===== config.mk =====
export PLATFORM = sky130hd
export DESIGN_NAME = pin_entrada
export DESIGN_NICKNAME = d
export VERILOG_FILES = /design/src/rtl/pin_pkg.sv /design/src/rtl/pin_entrada_detector_flanco.sv /design/src/rtl/pin_entrada.sv
export SDC_FILE = /design/constraint.sdc
export NUM_CORES = 1
export LEC_CHECK = 0
export ABC_CLOCK_PERIOD_IN_PS = 1600
export BUFFER_PORTS_ARGS = -buffer_cell sky130_fd_sc_hd__buf_4
export CORE_AREA = 2 2 58 60
export CTS_BUF_LIST = sky130_fd_sc_hd__clkbuf_4 sky130_fd_sc_hd__clkbuf_8
export CTS_CLUSTER_DIAMETER = 100
export DETAILED_ROUTE_END_ITERATION = 12
export DIE_AREA = 0 0 60 62
export HOLD_SLACK_MARGIN = 0.03
export MAX_ROUTING_LAYER = met4
export SETUP_SLACK_MARGIN = 0.05
export SLEW_MARGIN = 30
export SYNTH_ARGS = -nofsm -noshare
export SYNTH_HDL_FRONTEND = slang
export SYNTH_SLANG_ARGS = --single-unit

===== constraint.sdc =====
create_clock -name Clk -period 1.6 [get_ports Clk]
set_input_delay 0.08 -clock Clk [delete_from_list [all_inputs] [get_ports Clk]]
set_output_delay 0.08 -clock Clk [all_outputs]
set_load 0.05 [all_outputs]

===== src/rtl/pin_pkg.sv =====
// Shared definitions for the keypad PIN transmitter and the gate controller.
package pin_pkg;

  typedef enum logic [2:0] {
    ESPERA    = 3'b001,
    UN_DIGITO = 3'b010,
    ENVIO     = 3'b100
  } estado_t;

  localparam logic [3:0] TECLA_BORRAR = 4'hA;
  localparam logic [7:0] PIN_VACIO    = 8'h00;
  localparam logic [7:0] PIN_CORRECTO = 8'b00001000;

  function automatic logic es_digito(input logic [3:0] tecla);
    return tecla <= 4'd9;
  endfunction

endpackage


===== src/rtl/pin_entrada_detector_flanco.sv =====
// Rising-edge detector: one press event per low-to-high transition of the input.
module detector_flanco (
  input  logic Clk,
  input  logic Reset,
  input  logic Entrada,
  output logic Flanco
);

  logic previo;

  always_ff @(posedge Clk) begin
    if (Reset) previo <= 1'b0;
    else       previo <= Entrada;
  end

  assign Flanco = Entrada & ~previo;

endmodule


===== src/rtl/pin_entrada.sv =====
// Assembles two BCD key presses into a one-cycle 8-bit PIN code for the gate controller.
module pin_entrada
  import pin_pkg::*;
#(
  parameter int TIMEOUT = 1000,
  parameter int CNT_W   = 10
) (
  input  logic       Clk,
  input  logic       Reset,
  input  logic       Habilitar,
  input  logic       Tecla_valida,
  input  logic [3:0] Tecla,
  output logic [7:0] Pin,
  output logic       Enviado,
  output logic       Digito_pend,
  output logic       Error
);

  estado_t           estado, estado_sig;
  logic [CNT_W-1:0]  cnt, cnt_sig;
  logic [3:0]        digito, digito_sig;
  logic [7:0]        pin_sig;
  logic              enviado_sig, error_sig;
  logic              pulso;

  detector_flanco u_flanco (
    .Clk     (Clk),
    .Reset   (Reset),
    .Entrada (Tecla_valida),
    .Flanco  (pulso)
  );

  always_ff @(posedge Clk) begin
    if (Reset) begin
      estado      <= ESPERA;
      cnt         <= '0;
      digito      <= 4'd0;
      Pin         <= PIN_VACIO;
      Enviado     <= 1'b0;
      Digito_pend <= 1'b0;
      Error       <= 1'b0;
    end else begin
      estado      <= estado_sig;
      cnt         <= cnt_sig;
      digito      <= digito_sig;
      Pin         <= pin_sig;
      Enviado     <= enviado_sig;
      Digito_pend <= (estado_sig == UN_DIGITO);
      Error       <= error_sig;
    end
  end

  always_comb begin
    estado_sig  = estado;
    cnt_sig     = cnt;
    digito_sig  = digito;
    pin_sig     = PIN_VACIO;
    enviado_sig = 1'b0;
    error_sig   = 1'b0;
    case (estado)
      ESPERA: begin
        if (pulso && Habilitar && es_digito(Tecla)) begin
          estado_sig = UN_DIGITO;
          digito_sig = Tecla;
          cnt_sig    = '0;
        end
      end
      UN_DIGITO: begin
        // Losing enable beats any key event; a digit beats a same-cycle timeout.
        if (!Habilitar) begin
          estado_sig = ESPERA;
        end else if (pulso && es_digito(Tecla)) begin
          if (digito == 4'd0 && Tecla == 4'd0) begin
            error_sig  = 1'b1;
            estado_sig = ESPERA;
          end else begin
            pin_sig     = {digito, Tecla};
            enviado_sig = 1'b1;
            estado_sig  = ENVIO;
          end
        end else if (pulso && Tecla == TECLA_BORRAR) begin
          estado_sig = ESPERA;
        end else if (cnt == CNT_W'(TIMEOUT - 1)) begin
          error_sig  = 1'b1;
          estado_sig = ESPERA;
        end else begin
          cnt_sig = cnt + 1'b1;
        end
      end
      ENVIO:   estado_sig = ESPERA;
      default: estado_sig = ESPERA;
    endcase
  end

endmodule


Yosys cells after proc, flatten, opt, wreduce, memory -nomap -nowiden. Cells that the tools add are included.

Register bits after elaboration: 29. Input bits: 8. Output and inout port bits: 11. Word-level logic and storage cells: 56.

$add $sub $neg: 1. $lt $le $gt $ge: 1. Equality and inequality tests: 10. Mux-type cells: 18. Bitwise logic cells: 5. Reductions and logical operators: 13.

Operators with widths (count): $mux 10 (5); $pmux 10 s2 (1); $mux 3 (6); $add 10x1->10 const B (1); $eq 10x10->1 const B (1); $ne 2x2->1 const B (5); $logic_not 4->1 (2); $eq 3x2->1 const B (2); $pmux 3 s2 (1); $reduce_and 6->1 (1); $logic_and 1x1->1 (5); $mux 1 (5); $reduce_or 5->1 (1); $eq 4x4->1 const B (1); $le 4x4->1 const B (1); $not 1->1 (4); $reduce_or 4->1 (1); $eq 3x1->1 const B (1); $reduce_or 3->1 (1); $reduce_and 2->1 (1); $reduce_bool 2->1 (1); $and 1x1->1 (1).

Logic depth before layout (Yosys ltp).
Depth after elaboration: 8. Mapped depth: 7. Depth with buffers taken out: 6.

Hierarchy. A second synthesis with hierarchy kept.

Cell total of the unflattened synthesis: 125. Area, all modules: 1253.7 um^2.

Modules (own cells, without submodules): pin_entrada (times used 1, cells each 122, area an instance 1206.2 um^2, seq. area each 560.5 um^2); detector_flanco (times used 1, cells each 3, area an instance 47.5 um^2, seq. area each 20.0 um^2).

Worst setup path after synthesis. OpenSTA, ideal clock, no wires.

Kind: register to register. Start point: reg cnt[0]. End point: reg cnt[7]. Library setup time: 130 ps. Data arrival time: 1540 ps. Required time: 1470 ps. Path slack: -70 ps. Cell stages (with the launch flop): 8. Buffers on the path: 1. Period minus slack after synthesis: 1670 ps. Cell sequence: dfxtp_1 -> ha_1 -> nand4b_1 -> nor3_1 -> o31a_4 -> buf_2 -> o41ai_1 -> a21oi_1.

Longest elaborated chain between the ends: 6. Elaborated cells between the ends (all ways): 9. Those cells by class: add/sub: 1; eq/ne: 2; mux: 5; reduce/logical: 1.

RTL lines: from (decl) (RTL line pin_entrada.sv:20) `logic [CNT_W-1:0] cnt, cnt_sig;`; from (signal assigned) (RTL line pin_entrada.sv:44) `cnt <= cnt_sig;`; $add 10x1->10 (RTL line pin_entrada.sv:87) `cnt_sig = cnt + 1'b1;`; $mux 10 (RTL line pin_entrada.sv:83) `end else if (cnt == CNT_W'(TIMEOUT - 1)) begin`; $mux 10 (RTL line pin_entrada.sv:81) `end else if (pulso && Tecla == TECLA_BORRAR) begin`; $mux 10 (RTL line pin_entrada.sv:72) `end else if (pulso && es_digito(Tecla)) begin`; $mux 10 (RTL line pin_entrada.sv:70) `if (!Habilitar) begin`; $pmux 10 s2 (RTL line pin_entrada.sv:60) `case (estado)`.

Several ways; a longest one is shown, not always the timed one. The select of a mux whose other input is x is not followed. A chain may end at the register's enable or synchronous reset.

Worst setup path after layout.
Start point: reg cnt[1]. End point: reg cnt[7].

The elaborated chain is that of the path after synthesis.

==> impl_summary.md <==
Clocking
The TritonCTS clock tree is done. The later pin in the worst-skew pair is clocked with a latency of 0.32 ns. The clock-pin slew on the worst setup and hold paths is ~0.09 ns. The root cell of the clock tree is clkbuf_4. The number of clock sinks seen by CTS is 29. The H-tree was split into 2 levels. The maximum buffer depth of the clock tree is 2. TritonCTS created 5 clock buffers.

STA
Measured against its own limit, the worst slew margin works out to 70.6%. The minimum setup slack in the final design is -0.0273 ns. Across the routed clock network, the largest skew measured is 0.00380 ns. At the pin with the least slew margin, the transition time is roughly 0.44 ns. The maximum frequency from static timing analysis is around 0.61 GHz.

The part of the cycle the worst path needs is 102%. The final setup violation count is 2. The number of slew-limit violations in the final report was 0. Setup repair after global routing could not meet its margin everywhere. The final worst hold slack is 0.0455 ns. The total count of hold-check failures in the final report is 0. The worst path in the final design needs a cycle of about 1.6 ns, including I/O delays and setup. The final sum of negative setup slack is -0.0323 ns.

Final layout
The area growth from synthesis to layout is 53.8%. The number of antenna diodes in the final layout is 0. The share of the core filled with cells in the final layout is 58.5%. The library cells used most frequently in the layout, excluding fill and tap cells, are buf_4 (36), dfxtp_1 (24), nor2_1 (11). The post-route netlist has ~44% of its cells at a drive strength greater than 1. Leaving out filler cells and counting taps, the final layout contains 225. The layout filler cell count is 271.

Leaving out fill and tap cells, the most frequent cell in the layout is buf_4. In the final design database the tool counted around 190 nets.

Route
The pre-antenna-repair detailed-routing pass consisted of 4 iterations. The vias after detailed routing is 1118. After detailed routing, the number of remaining DRC violations is 0.

The average detailed-routed wire length per instance is 12.6 um. The remaining antenna violation count is 0. After detailed routing, the met3 layer carries about 120 um of wire. Wires add up to 2830 um. For this block, wires on met1 add up to about 1200 um.

For this block, the initial DRC count from the detailed router was 19. The top layer used by detailed routing is met4. After detailed routing, the number of vias per cell comes to between 4 and 5. Detailed routing placed a total of between 1000 and 1500 um of wire on met2.

Power and ir drop
The sequential share of power is about 54%. The switching share of total power is 22.7%. The clock network fraction of design power is between 30 and 40%. In this run the power density over the cells is 732 nW/um2. The peak ir drop on the vdd network is 0.411 mV. The cell-internal power is 0.00105 W. The total power draw is 0.00136 W. The analysis attributes to net switching a power of 0.000309 W.

The leakage dissipation is roughly 0.73 nW. The combinational fraction of design power is 10.0%.

Floorplanning
The count of pins on the block boundary is 19. The floorplan step set the die width to approximately 60 um. For this configuration, the core starts out at a cell density of between 30% and 40%. The die covers 3720 um2. The site row count is 21. Measured along the y axis, the die boundary spans 62 um. The floorplan step defined a core boundary enclosing 3180 um2.

Placed design
The weighted congestion reported at the end of routability-driven placement is 0.778. The count of input and output buffers is 18. The number of placed instances, taps included is between 200 and 250. The placed wire-length estimate after detailed placement is 1920 um.

Setup path
At the worst endpoint, the arrival time is 1.88 ns. The critical path endpoint category is a register. The path type of the worst setup path is reg2reg. Traced cell by cell, the critical path runs through ha_4 > nand4b_1 > nor3_2 > o31a_4 > or4b_1 > a21oi_1. On the worst path, the slowest cell contributes a delay of 0.47 ns.

The kind of start point of the critical path is a register. The largest fanout of any net on the critical path is 6. The startpoint identified for the worst register-to-register timing path is cnt[1]. The most critical setup path has its startpoint at cnt[1]. At the worst endpoint, the required time is 1.85 ns. The slowest stage of the critical path belongs to the cell or4b_1.

Global routing
The first global-routing pass estimated roughly 4400 um of wire. For this run the aggregate overflow at the end of global routing stands at 0. The via count of the first global-routing pass is 1067. The overall global routing resource usage is 17.0%.

The initial antenna violation count came to 0. The largest net degree at the start of global routing is 14.

Yosys
The post-synthesis instance total is 125. The summed instance area of the synthesized netlist is around 1200 um2. Yosys printed 0 warnings. Of all flip-flops after synthesis, the portion carrying an async set or reset was 0%. The post-synthesis cell type count is 39.

Sequential elements use 48.0% of the synthesized area. In this run the mean area of a mapped cell was 9.67 um2. Yosys mapped a number of flops with a built-in enable equal to 0. The post-synth net total is 134.

The post-synthesis sequential element count is 29. In the synthesized netlist the dominant register cell turns out to be dfxtp_1.

Min path
The kind of path behind the tightest hold check is in2reg. The worst min-delay path startpoint is Tecla[2].

Flow run
The number of max-capacitance violations reported is 0.

Run status
The final reports fail on negative setup slack. The flow ran to the end, but the final reports show violations.
through the flow:
| step | area (um2) | setup slack (ns) |
|---|---|---|
| 2_1_floorplan | 1230 | -0.00141 |
| 3_3_place_gp | 1570 | 0.00173 |
| 3_5_place_dp | 1570 | -0.0421 |
| 4_1_cts | 1760 | -0.0161 |
| 5_1_grt | 1860 | -0.0868 |
| 6_report | 1860 | -0.0273 |
timing repair:
action / 4_1_cts / 5_1_grt
buffers inserted: 2 / 2
hold buffers: 7 / 0
endpoints found under the setup margin: 7 / 11
endpoints found under the hold margin: 11 / 0
pin swaps: 5 / 8
resized for setup: 8 / 21
synthesized netlist by cell type (3+ instances only):
master | n | area (um2)
dfxtp_1 | 29 | 581
nand2_1 | 11 | 41.3
nor2_1 | 11 | 41.3
a21oi_1 | 10 | 50.1
and2_1 | 8 | 50.1
nor4_1 | 5 | 31.3
mux2i_1 | 4 | 40.0
or3_1 | 4 | 25.0
inv_1 | 3 | 11.3
nand4_1 | 3 | 18.8
o21ai_0 | 3 | 15.0
kinds of logic (layout without fill, tap and decap cells):
kind of cell	Yosys count	in the layout	synth area share [%]
buf+inv	5	59	1.66
simple gates	59	59	29.8
compound gates	24	24	13.8
fa+ha+maj	1	1	1.04
flops	29	29	48.0
mux	5	5	4.24
xor+xnor	2	2	1.45
power groups by stage:
stage	combinational (W)	clock [W]	sequential, W
3_5_place_dp	0.000101	0	0.000750
4_1_cts	0.000120	0.000514	0.000733
2_1_floorplan	0.0000503	0	0.000752
3_3_place_gp	0.000100	0	0.000750
6_report	0.000136	0.000491	0.000734
5_1_grt	0.000145	0.000554	0.000735
worst paths after layout:
path	to	slack [ns]	cells after the start
max	cnt[7]	-0.03	6
max reg2reg	cnt[7]	-0.03	6
min	digito[2]	0.05	3
min reg2reg	estado[2]	0.48	2
sequential cells by signal (all words and copies together), names as in the netlist:
register,cells
Digito_pend,1
Enviado,1
Error,1
Pin,8
cnt,10
digito,4
estado,3
u_flanco.previo,1
critical path: cells and delay by family, from the launching register on:
family,cells,cell delay [ns]
and+or+nand+nor,3,0.62
DFF,1,0.34
AOI/OAI and AO/OA,2,0.44
adders and majority gates,1,0.16
area by class of cell:
class | count | area, um2 | area share, %
Multi-Input combinational cell | 91 | 737 | 39.6
Clock inverter | 1 | 5.00 | 0.269
Timing Repair Buffer | 48 | 397 | 21.3
Tap cell | 46 | 57.6 | 3.10
Inverter | 3 | 11.3 | 0.606
Clock buffer | 7 | 65.1 | 3.50
Sequential cell | 29 | 587 | 31.6
routing by layer:
metal | global-route usage (%) | up-vias
met5 | - | -
met4 | 7.62 | 0
met3 | 6.63 | 5
met2 | 28.6 | 22
met1 | 17.8 | 530
li1 | - | 561
Power figures use the tool's default switching activity.
